<file path="src/rtl/video_out_stage_if.sv">
// Show-ahead pixel stream between the framebuffer reader (master) and the
// pixel-clock output stage (slave).
interface video_out_stage_if;
  logic        stream_ena_o;
  logic [15:0] stream_data_i;
  logic        stream_err_underflow_i;

  modport master (
    input  stream_ena_o,
    output stream_data_i,
    output stream_err_underflow_i
  );

  modport slave (
    output stream_ena_o,
    input  stream_data_i,
    input  stream_err_underflow_i
  );
endinterface

</file>
<file path="src/rtl/video_out_stage.sv">
// Pixel-clock output stage: places the framebuffer window inside the active
// area (optional 2x replication), decodes RGB444/565, fills a border colour.
module video_out_stage #(
  parameter int unsigned FB_WIDTH  = 640,
  parameter int unsigned FB_HEIGHT = 480,
  parameter int unsigned H_OFFSET  = 0,
  parameter int unsigned V_OFFSET  = 0,
  parameter int unsigned SCALE     = 1
) (
  input  logic             clk_pix,
  input  logic             reset_i,
  input  logic             hsync_i,
  input  logic             vsync_i,
  input  logic             de_i,
  input  logic             frame_i,
  input  logic             line_i,
  input  logic             fmt_i,
  input  logic [23:0]      border_rgb_i,
  video_out_stage_if.slave stream,
  output logic [7:0]       red_o,
  output logic [7:0]       green_o,
  output logic [7:0]       blue_o,
  output logic             hsync_o,
  output logic             vsync_o,
  output logic             de_o,
  output logic             underflow_o,
  output logic [15:0]      underflow_count_o
);

  if (SCALE != 1 && SCALE != 2) begin : g_bad_scale
    $error("video_out_stage: SCALE must be 1 or 2");
  end

  localparam logic [11:0] H_OFF  = 12'(H_OFFSET);
  localparam logic [11:0] V_OFF  = 12'(V_OFFSET);
  localparam logic [11:0] H_LEN  = 12'(FB_WIDTH * SCALE);
  localparam logic [11:0] V_LEN  = 12'(FB_HEIGHT * SCALE);
  localparam int unsigned LB_AW  = (FB_WIDTH > 1) ? $clog2(FB_WIDTH) : 1;
  localparam bit          SCALE2 = (SCALE == 2);

  typedef enum logic [1:0] {
    SRC_BLANK  = 2'd0,
    SRC_BORDER = 2'd1,
    SRC_WIN    = 2'd2
  } src_e;

  logic [11:0] col_q, col_d, row_q, row_d;
  logic        de_prev_q, de_prev_d;
  logic        armed_q, armed_d;
  logic        ufl_q, ufl_d;
  logic [15:0] ufl_cnt_q, ufl_cnt_d;

  logic [11:0] wx, wy;
  logic        in_win, ena;

  src_e        s1_src_q, s1_src_d;
  logic        s1_lb_q, s1_lb_d;
  logic [15:0] s1_pix_q, s1_pix_d;
  logic        s1_err_q, s1_err_d;
  logic        s1_fmt_q, s1_fmt_d;
  logic [23:0] s1_border_q, s1_border_d;
  logic        s1_hs_q, s1_hs_d, s1_vs_q, s1_vs_d, s1_de_q, s1_de_d;
  logic [16:0] lb_rd_q;

  logic [15:0] word;
  logic        word_err;
  logic [23:0] dec_rgb;
  logic [23:0] rgb_q, rgb_d;
  logic        hs_q, hs_d, vs_q, vs_d, de_q, de_d;

  // Unsigned wrap makes one compare per axis cover both window edges,
  // since offset + length never exceeds the 12-bit range.
  always_comb begin
    wx     = col_q - H_OFF;
    wy     = row_q - V_OFF;
    in_win = de_i && (wx < H_LEN) && (wy < V_LEN);
    ena    = armed_q && in_win && (!SCALE2 || (!wx[0] && !wy[0]));
  end

  assign stream.stream_ena_o = ena;

  always_comb begin
    col_d = col_q;
    if (line_i)    col_d = '0;
    else if (de_i) col_d = col_q + 12'd1;

    row_d = row_q;
    if (frame_i)                   row_d = '0;
    else if (de_prev_q && !de_i)   row_d = row_q + 12'd1;

    de_prev_d = de_i;
    armed_d   = armed_q | frame_i;

    ufl_d     = ufl_q;
    ufl_cnt_d = ufl_cnt_q;
    if (frame_i) ufl_d = 1'b0;
    if (ena && stream.stream_err_underflow_i) begin
      ufl_d = 1'b1;
      if (ufl_cnt_q != '1) ufl_cnt_d = ufl_cnt_q + 16'd1;
    end
  end

  // Stage 1: capture the fetched word (held across the horizontal repeat)
  // and decide where the pixel comes from.
  always_comb begin
    s1_src_d = SRC_BLANK;
    if (de_i) s1_src_d = (in_win && armed_q) ? SRC_WIN : SRC_BORDER;
    s1_lb_d     = SCALE2 && wy[0];
    s1_pix_d    = ena ? stream.stream_data_i : s1_pix_q;
    s1_err_d    = ena ? stream.stream_err_underflow_i : s1_err_q;
    s1_fmt_d    = fmt_i;
    s1_border_d = border_rgb_i;
    s1_hs_d     = hsync_i;
    s1_vs_d     = vsync_i;
    s1_de_d     = de_i;
  end

  if (SCALE == 2) begin : g_lbuf
    logic [16:0]      lb_mem [FB_WIDTH];
    logic [LB_AW-1:0] lb_addr;
    assign lb_addr = wx[LB_AW:1];
    always_ff @(posedge clk_pix) begin
      if (ena) lb_mem[lb_addr] <= {stream.stream_err_underflow_i, stream.stream_data_i};
      lb_rd_q <= lb_mem[lb_addr];
    end
  end else begin : g_no_lbuf
    assign lb_rd_q = '0;
  end

  // Stage 2: decode and final source select.
  always_comb begin
    word     = s1_lb_q ? lb_rd_q[15:0] : s1_pix_q;
    word_err = s1_lb_q ? lb_rd_q[16]   : s1_err_q;
    if (s1_fmt_q)
      dec_rgb = {word[15:11], word[15:13], word[10:5], word[10:9], word[4:0], word[4:2]};
    else
      dec_rgb = {word[11:8], word[11:8], word[7:4], word[7:4], word[3:0], word[3:0]};

    rgb_d = '0;
    case (s1_src_q)
      SRC_BORDER: rgb_d = s1_border_q;
      SRC_WIN:    rgb_d = word_err ? 24'hFF0000 : dec_rgb;
      default:    rgb_d = '0;
    endcase
    hs_d = s1_hs_q;
    vs_d = s1_vs_q;
    de_d = s1_de_q;
  end

  always_ff @(posedge clk_pix or posedge reset_i) begin
    if (reset_i) begin
      col_q       <= '0;
      row_q       <= '0;
      de_prev_q   <= 1'b0;
      armed_q     <= 1'b0;
      ufl_q       <= 1'b0;
      ufl_cnt_q   <= '0;
      s1_src_q    <= SRC_BLANK;
      s1_lb_q     <= 1'b0;
      s1_pix_q    <= '0;
      s1_err_q    <= 1'b0;
      s1_fmt_q    <= 1'b0;
      s1_border_q <= '0;
      s1_hs_q     <= 1'b0;
      s1_vs_q     <= 1'b0;
      s1_de_q     <= 1'b0;
      rgb_q       <= '0;
      hs_q        <= 1'b0;
      vs_q        <= 1'b0;
      de_q        <= 1'b0;
    end else begin
      col_q       <= col_d;
      row_q       <= row_d;
      de_prev_q   <= de_prev_d;
      armed_q     <= armed_d;
      ufl_q       <= ufl_d;
      ufl_cnt_q   <= ufl_cnt_d;
      s1_src_q    <= s1_src_d;
      s1_lb_q     <= s1_lb_d;
      s1_pix_q    <= s1_pix_d;
      s1_err_q    <= s1_err_d;
      s1_fmt_q    <= s1_fmt_d;
      s1_border_q <= s1_border_d;
      s1_hs_q     <= s1_hs_d;
      s1_vs_q     <= s1_vs_d;
      s1_de_q     <= s1_de_d;
      rgb_q       <= rgb_d;
      hs_q        <= hs_d;
      vs_q        <= vs_d;
      de_q        <= de_d;
    end
  end

  assign red_o             = rgb_q[23:16];
  assign green_o           = rgb_q[15:8];
  assign blue_o            = rgb_q[7:0];
  assign hsync_o           = hs_q;
  assign vsync_o           = vs_q;
  assign de_o              = de_q;
  assign underflow_o       = ufl_q;
  assign underflow_count_o = ufl_cnt_q;

endmodule

</file>
<file path="src/flat_wrapper.sv">
// flat-port wrapper written by rule: the top's interface ports become plain ports
module video_out_stage_flat 
#(
  parameter int unsigned FB_WIDTH  = 640,
  parameter int unsigned FB_HEIGHT = 480,
  parameter int unsigned H_OFFSET  = 0,
  parameter int unsigned V_OFFSET  = 0,
  parameter int unsigned SCALE     = 1
)
  (clk_pix, reset_i, hsync_i, vsync_i, de_i, frame_i, line_i, fmt_i, border_rgb_i, red_o, green_o, blue_o, hsync_o, vsync_o, de_o, underflow_o, underflow_count_o, stream_stream_ena_o, stream_stream_data_i, stream_stream_err_underflow_i);
  video_out_stage_if stream_i ();
  input  logic clk_pix;
  input  logic reset_i;
  input  logic hsync_i;
  input  logic vsync_i;
  input  logic de_i;
  input  logic frame_i;
  input  logic line_i;
  input  logic fmt_i;
  input  logic [23:0] border_rgb_i;
  output logic [7:0] red_o;
  output logic [7:0] green_o;
  output logic [7:0] blue_o;
  output logic hsync_o;
  output logic vsync_o;
  output logic de_o;
  output logic underflow_o;
  output logic [15:0] underflow_count_o;
  output wire logic [$bits(stream_i.stream_ena_o)-1:0] stream_stream_ena_o;
  input wire logic [$bits(stream_i.stream_data_i)-1:0] stream_stream_data_i;
  input wire logic [$bits(stream_i.stream_err_underflow_i)-1:0] stream_stream_err_underflow_i;
  assign stream_stream_ena_o = stream_i.stream_ena_o;
  assign stream_i.stream_data_i = stream_stream_data_i;
  assign stream_i.stream_err_underflow_i = stream_stream_err_underflow_i;
  video_out_stage #(.FB_WIDTH(FB_WIDTH), .FB_HEIGHT(FB_HEIGHT), .H_OFFSET(H_OFFSET), .V_OFFSET(V_OFFSET), .SCALE(SCALE)) u_core (.clk_pix(clk_pix), .reset_i(reset_i), .hsync_i(hsync_i), .vsync_i(vsync_i), .de_i(de_i), .frame_i(frame_i), .line_i(line_i), .fmt_i(fmt_i), .border_rgb_i(border_rgb_i), .stream(stream_i), .red_o(red_o), .green_o(green_o), .blue_o(blue_o), .hsync_o(hsync_o), .vsync_o(vsync_o), .de_o(de_o), .underflow_o(underflow_o), .underflow_count_o(underflow_count_o));
endmodule
</file>
<file path="config.mk">
export PLATFORM = sky130hd
export DESIGN_NAME = video_out_stage_flat
export DESIGN_NICKNAME = d
export VERILOG_FILES = /design/src/rtl/video_out_stage_if.sv /design/src/rtl/video_out_stage.sv /design/src/flat_wrapper.sv
export SDC_FILE = /design/constraint.sdc
export NUM_CORES = 1
export LEC_CHECK = 0
export CORE_UTILIZATION = 24
export CTS_CLUSTER_SIZE = 40
export DETAILED_ROUTE_END_ITERATION = 8
export PLACE_DENSITY = 0.54
export SLEW_MARGIN = 20
export SYNTH_ARGS = -nofsm -noshare
export SYNTH_HDL_FRONTEND = slang
export SYNTH_SLANG_ARGS = --single-unit
</file>
<file path="constraint.sdc">
create_clock -name clk_pix -period 3.2 [get_ports clk_pix]
set_clock_uncertainty 0.1 [all_clocks]
set_input_delay 0.32 -clock clk_pix [delete_from_list [all_inputs] [get_ports clk_pix]]
set_output_delay 0.32 -clock clk_pix [all_outputs]
set_load 0.01 [all_outputs]
</file>
== Word-level counts from Yosys, hierarchy flattened ==
Index checks and enable logic that the tools add are counted.

* Add/sub/neg operators: 3
* Magnitude comparators: 2
* Eq/ne operators: 3
* Mux-type cells: 11
* Bitwise logic cells: 1
* Reduce and logical (&&, ||, !) cells: 10

{| class="wikitable"
|+ Operators by type and width
! kind !! number
|-
| $mux 12 || 4
|-
| $mux 24 || 2
|-
| $pmux 24 s2 || 1
|-
| $add 12x1->12 const B || 2
|-
| $add 16x1->16 const B || 1
|-
| $ne 16x16->1 const B || 1
|-
| $lt 12x10->1 const B || 1
|-
| $lt 12x9->1 const B || 1
|-
| $reduce_bool 2->1 || 3
|-
| $logic_and 1x1->1 || 5
|-
| $mux 2 || 2
|-
| $eq 2x1->1 const B || 1
|-
| $eq 2x2->1 const B || 1
|-
| $mux 1 || 2
|-
| $reduce_and 2->1 || 1
|-
| $logic_not 1->1 || 1
|-
| $or 1x1->1 || 1
|}

* Register bits: 116
* Input bits: 49
* Output and inout bits: 45
* Word-level logic and storage cells: 47

== Logic depth before layout (Yosys ltp) ==
* Word-level depth: 6
* Depth in mapped cells: 6

== Worst setup path before layout ==
No wires, ideal clock.

* Path type: reg2reg
* From: register u_core.ufl_cnt_q[0], in the netlist u_core.underflow_count_o[0]
* To: register u_core.ufl_cnt_q[13], in the netlist u_core.underflow_count_o[13]
* Setup time: 138 ps
* Arrival: 1480 ps
* Data required time: 2962 ps
* Setup slack: 1482 ps
* Stages on the path, launching flop included: 7
* Buffers on the path: 1
* Cell sequence: dfrtp_1 ha_1 nand3_1 nor4_1 buf_2 nor4_1 xor2_1

* Cells in the longest elaborated chain, start to end: 2
* Elaborated cells between the ends (all ways): 3
* Classes of those cells: add/sub: 1; eq/ne: 1; reduce/logical: 1

{| class="wikitable"
|+ Ends and longest elaborated chain
! element !! line !! RTL
|-
| start: declaration || video_out_stage.sv:51 || <nowiki>logic [15:0] ufl_cnt_q, ufl_cnt_d;</nowiki>
|-
| start signal: assignment || video_out_stage.sv:177 || <nowiki>ufl_cnt_q <= ufl_cnt_d;</nowiki>
|-
| branches (longest 2 deep; another with $add 16x1->16) || -- ||
|}

Several ways; the timed one is not identified.
A chain may end at the register's enable or synchronous reset.

== Worst setup path after layout ==
* From: register u_core.col_q[7]
* To: output stream_stream_ena_o

* Cells in the longest elaborated chain, start to end: 4

{| class="wikitable"
|+ Ends and longest elaborated chain
! element !! line !! RTL
|-
| start: declaration || video_out_stage.sv:47 || <nowiki>logic [11:0] col_q, col_d, row_q, row_d;</nowiki>
|-
| start signal: assignment || video_out_stage.sv:172 || <nowiki>col_q <= col_d;</nowiki>
|-
| $lt 12x10->1 || video_out_stage.sv:76 || <nowiki>in_win = de_i && (wx < H_LEN) && (wy < V_LEN);</nowiki>
|-
| $logic_and 1x1->1 (2 in series) || video_out_stage.sv:76 ||
|-
| $logic_and 1x1->1 || video_out_stage.sv:77 || <nowiki>ena = armed_q && in_win && (!SCALE2 || (!wx[0] && !wy[0]));</nowiki>
|-
| end: declaration || flat_wrapper.sv:29 || <nowiki>output wire logic [$bits(stream_i.stream_ena_o)-1:0] stream_stream_ena_o;</nowiki>
|}

Every way passes these cells.

==> reports/metrics.csv <==
stage,metric,value,unit
grt,first-pass GRT wire length,18.4,mm
final_layout,"Core Util, Final",0.344,
placement,pre-CTS setup slack,0.867,ns
placement,placed inst area,5970,sq um
clock_network,# clock sinks,116,
worst_setup_path,Worst setup EP type,output pin,
timing,post-layout min period,2.47,ns
pwr,total power per unit cell area,603,nW/um^2
route,drt total wl,11.1,mm
grt,number of global-route vias before repair,3505,
worst_setup_path,CP Max Fanout,4,
clock_network,CTS tree,built,
timing,Final Slew Violations,0,
floorplan,Die Wd,142,microns
synthesis,#FFs+latches synth,116,
floorplan,initial core utilization,0.249,
final_layout,Fill cells,1925,
synthesis,sequential share of the synthesized area,0.614,
pwr,P_leak,2.76,nW
timing,setup ws final,0.726,ns
route,DR vias/cell,4.34,
worst_setup_path,flop-to-flop setup slack,0.90,ns
final_layout,ANT cells,0,
timing,setup TNS,0,ns
route,wire length per cell,14.3,microns
worst_setup_path,WS Path Type,reg2out,
clock_network,Root Buffer,clkbuf_16,
placement,# port buffers,93,
placement,post-DP HPWL,7.64,mm
final_layout,fin area,6550,sq um
clock_network,H-tree Lvls,4,
clock_network,total CTS buffers,17,
floorplan,num rows,50,
placement,Cells after DPL,747,
synthesis,YS warnings,0,
final_layout,Synth-to-Final Area Change,38.5,%
timing,Max transition margin,0.389,
placement,GPL Wtd Cong,0.761,
final_layout,layout cells sized above 1,0.119,
grt,initial antenna violation count,0,
floorplan,Chip Height,142,microns
clock_network,setup bufs post-CTS,0,
pwr,Peak VDD IR,0.335,mV
synthesis,Post-Syn Area,4730,sq um
route,Post-DRT Antenna Nets,0,
worst_setup_path,startpoint types,register,
clock_network,CTS clock-pin slew for the worst setup and hold paths,0.06,ns
worst_setup_path,reg2reg start,u_core.underflow_count_o[0],
route,initial DRC count,154,
timing,crit share post-route,0.773,
route,drt first pass iters,4,
synthesis,"Avg Cell Area, Syn",11.7,sq um
worst_setup_path,Crit. Startpoint,u_core.col_q[7],
timing,f_max,404,MHz
run,Max Cap Viol,0,
synthesis,Post-Syn Instances,403,
timing,hold slack,0.239,ns
run_status,status,"finished, final reports clean",
timing,number of endpoints failing setup at the final stage,0,
final_layout,fin cells,779,
synthesis,library cells used by synthesis,40,
timing,RSZ-0062 raised after global routing,false,
worst_setup_path,CP Data Arrival Time,2.05,ns
final_layout,Final nets,560,
route,Via Count,3380,
final_layout,most frequent cells in the layout,"116 x dfrtp_1, 93 x clkdlybuf4s50_1, 31 x nor2_1, 31 x nand2_1, 22 x xor2_1",
clock_network,Worst-Skew Late Latency,0.42,ns
clock_network,# resized after CTS,0,
worst_setup_path,WP data required,2.78,ns
floorplan,# IOs,94,
timing,worst-margin pin slew,0.916,ns
worst_setup_path,capturing point of the worst reg2reg path,u_core.underflow_count_o[1],
floorplan,die footprint,20300,sq um
timing,final hold vios,0,
grt,largest net degree at the start of global routing,117,
worst_setup_path,R2R depth,6,
final_layout,"leading cell type in the layout, fill and taps excluded",dfrtp_1,
route,DRC Markers,0,
pwr,PnR Total Power,3.95,mW
floorplan,Core ar.,19000,sq um
hold_path,Tightest Hold Check Type,in2reg,
worst_setup_path,Critical Path Sink,stream_stream_ena_o,
grt,Total Routing Usage GR,0.121,
grt,GRT overflow,0,
clock_network,maximum clock path buffer count,2,
clock_network,# hold bufs at CTS,0,
synthesis,Synthesized Nets,457,
[worst min-delay path by stage]
| stage | start | end | depth (start not counted) |
|---|---|---|---|
| after floorplan | u_core.hs_d | u_core.hsync_o | 0 |
| after global placement | u_core.hs_d | u_core.hsync_o | 0 |
| after detailed placement | u_core.hs_d | u_core.hsync_o | 0 |
| after CTS | border_rgb_i[18] | u_core.s1_border_q[18] | 1 |
| after global routing | border_rgb_i[5] | u_core.s1_border_q[5] | 1 |
| final | hsync_i | u_core.hs_d | 1 |
[sequential cells by signal, summed over array words and instances, names as in the netlist, 2 cells and up]
name	count
u_core.row_q	12
u_core.s1_src_q	2
u_core.col_q	12
u_core.s1_pix_q	16
u_core.s1_border_q	24
u_core.rgb_q	24
u_core.underflow_count_o	16
[area by class of cell]
class,instances,area [sq um],area share
repair buffers,98,981,0.150
clock inverters,13,125,0.0191
flip-flops and latches,116,2900,0.443
multi-input cells,262,1720,0.262
clock buffers,19,453,0.0691
well taps,260,325,0.0497
inverters,11,45.0,0.00688
[report_power, final]
| group | switching (mW) | internal, mW | total, mW |
|---|---|---|---|
| Combinational | 0.195 | 0.249 | 0.443 |
| Sequential | 0.0974 | 1.57 | 1.67 |
| Clock | 0.722 | 1.12 | 1.84 |
[critical path, cell delays in order (launching register included)]
cell,delay [ns]
dfrtp_1,0.41
o21ai_0,0.40
nand4_1,0.20
inv_1,0.09
clkdlybuf4s50_1,0.54
[kinds of logic (layout without fill, tap and decap cells)]
family | count (synthesis) | in the layout | synth area share
AOI/OAI and AO/OA | 61 | 61 | 0.0749
xor gates and xnor gates | 34 | 34 | 0.0630
adders and majority gates | 5 | 5 | 0.0132
buffers and inverters | 25 | 141 | 0.0230
DFF | 116 | 116 | 0.614
muxes | 19 | 19 | 0.0447
and+or+nand+nor | 143 | 143 | 0.167
[Yosys cell counts]
| library cell | instances | area [sq um] |
|---|---|---|
| clkbuf_1 | 9 | 33.8 |
| nor3_1 | 14 | 70.1 |
| buf_4 | 1 | 7.51 |
| nor4b_1 | 1 | 8.76 |
| nor4b_4 | 1 | 23.8 |
| nand2_1 | 31 | 116 |
| nor3b_1 | 2 | 15.0 |
| nand3_1 | 9 | 45.0 |
| and4_1 | 4 | 35.0 |
| o31ai_1 | 2 | 15.0 |
| nor3b_2 | 1 | 12.5 |
| a22oi_1 | 6 | 45.0 |
| nand4b_1 | 1 | 8.76 |
| or3_1 | 2 | 12.5 |
| a21o_1 | 9 | 67.6 |
| or2_2 | 1 | 6.26 |
| o21ai_0 | 21 | 105 |
| mux2i_1 | 2 | 20.0 |
| nor2b_1 | 11 | 68.8 |
| mux2_2 | 17 | 191 |
| and4bb_2 | 1 | 12.5 |
| o211ai_1 | 1 | 7.51 |
| dfrtp_1 | 116 | 2900 |
| xnor2_1 | 12 | 105 |
| xor2_1 | 22 | 193 |
| inv_1 | 11 | 41.3 |
| and2_1 | 10 | 62.6 |
| or3_2 | 1 | 7.51 |
| nand3b_1 | 1 | 7.51 |
| or4_1 | 1 | 7.51 |
| o2111ai_1 | 1 | 8.76 |
| ha_1 | 5 | 62.6 |
| a21oi_1 | 21 | 105 |
| buf_2 | 3 | 15.0 |
| nor4_1 | 6 | 37.5 |
| nand4_4 | 2 | 42.5 |
| buf_6 | 1 | 11.3 |
| and3_1 | 1 | 6.26 |
| nor2_1 | 31 | 116 |
| nand4_1 | 11 | 68.8 |
[per-layer routing]
metal / up-vias / share of wire / GRT usage
met5: - / 0 / 0
met3: 12 / 0.043 / 0.0454
li1: 1608 / - / -
met1: 1678 / 0.46 / 0.146
met2: 82 / 0.49 / 0.193
met4: 0 / 0.013 / 0.0475
(Power assumes the default switching activity.)
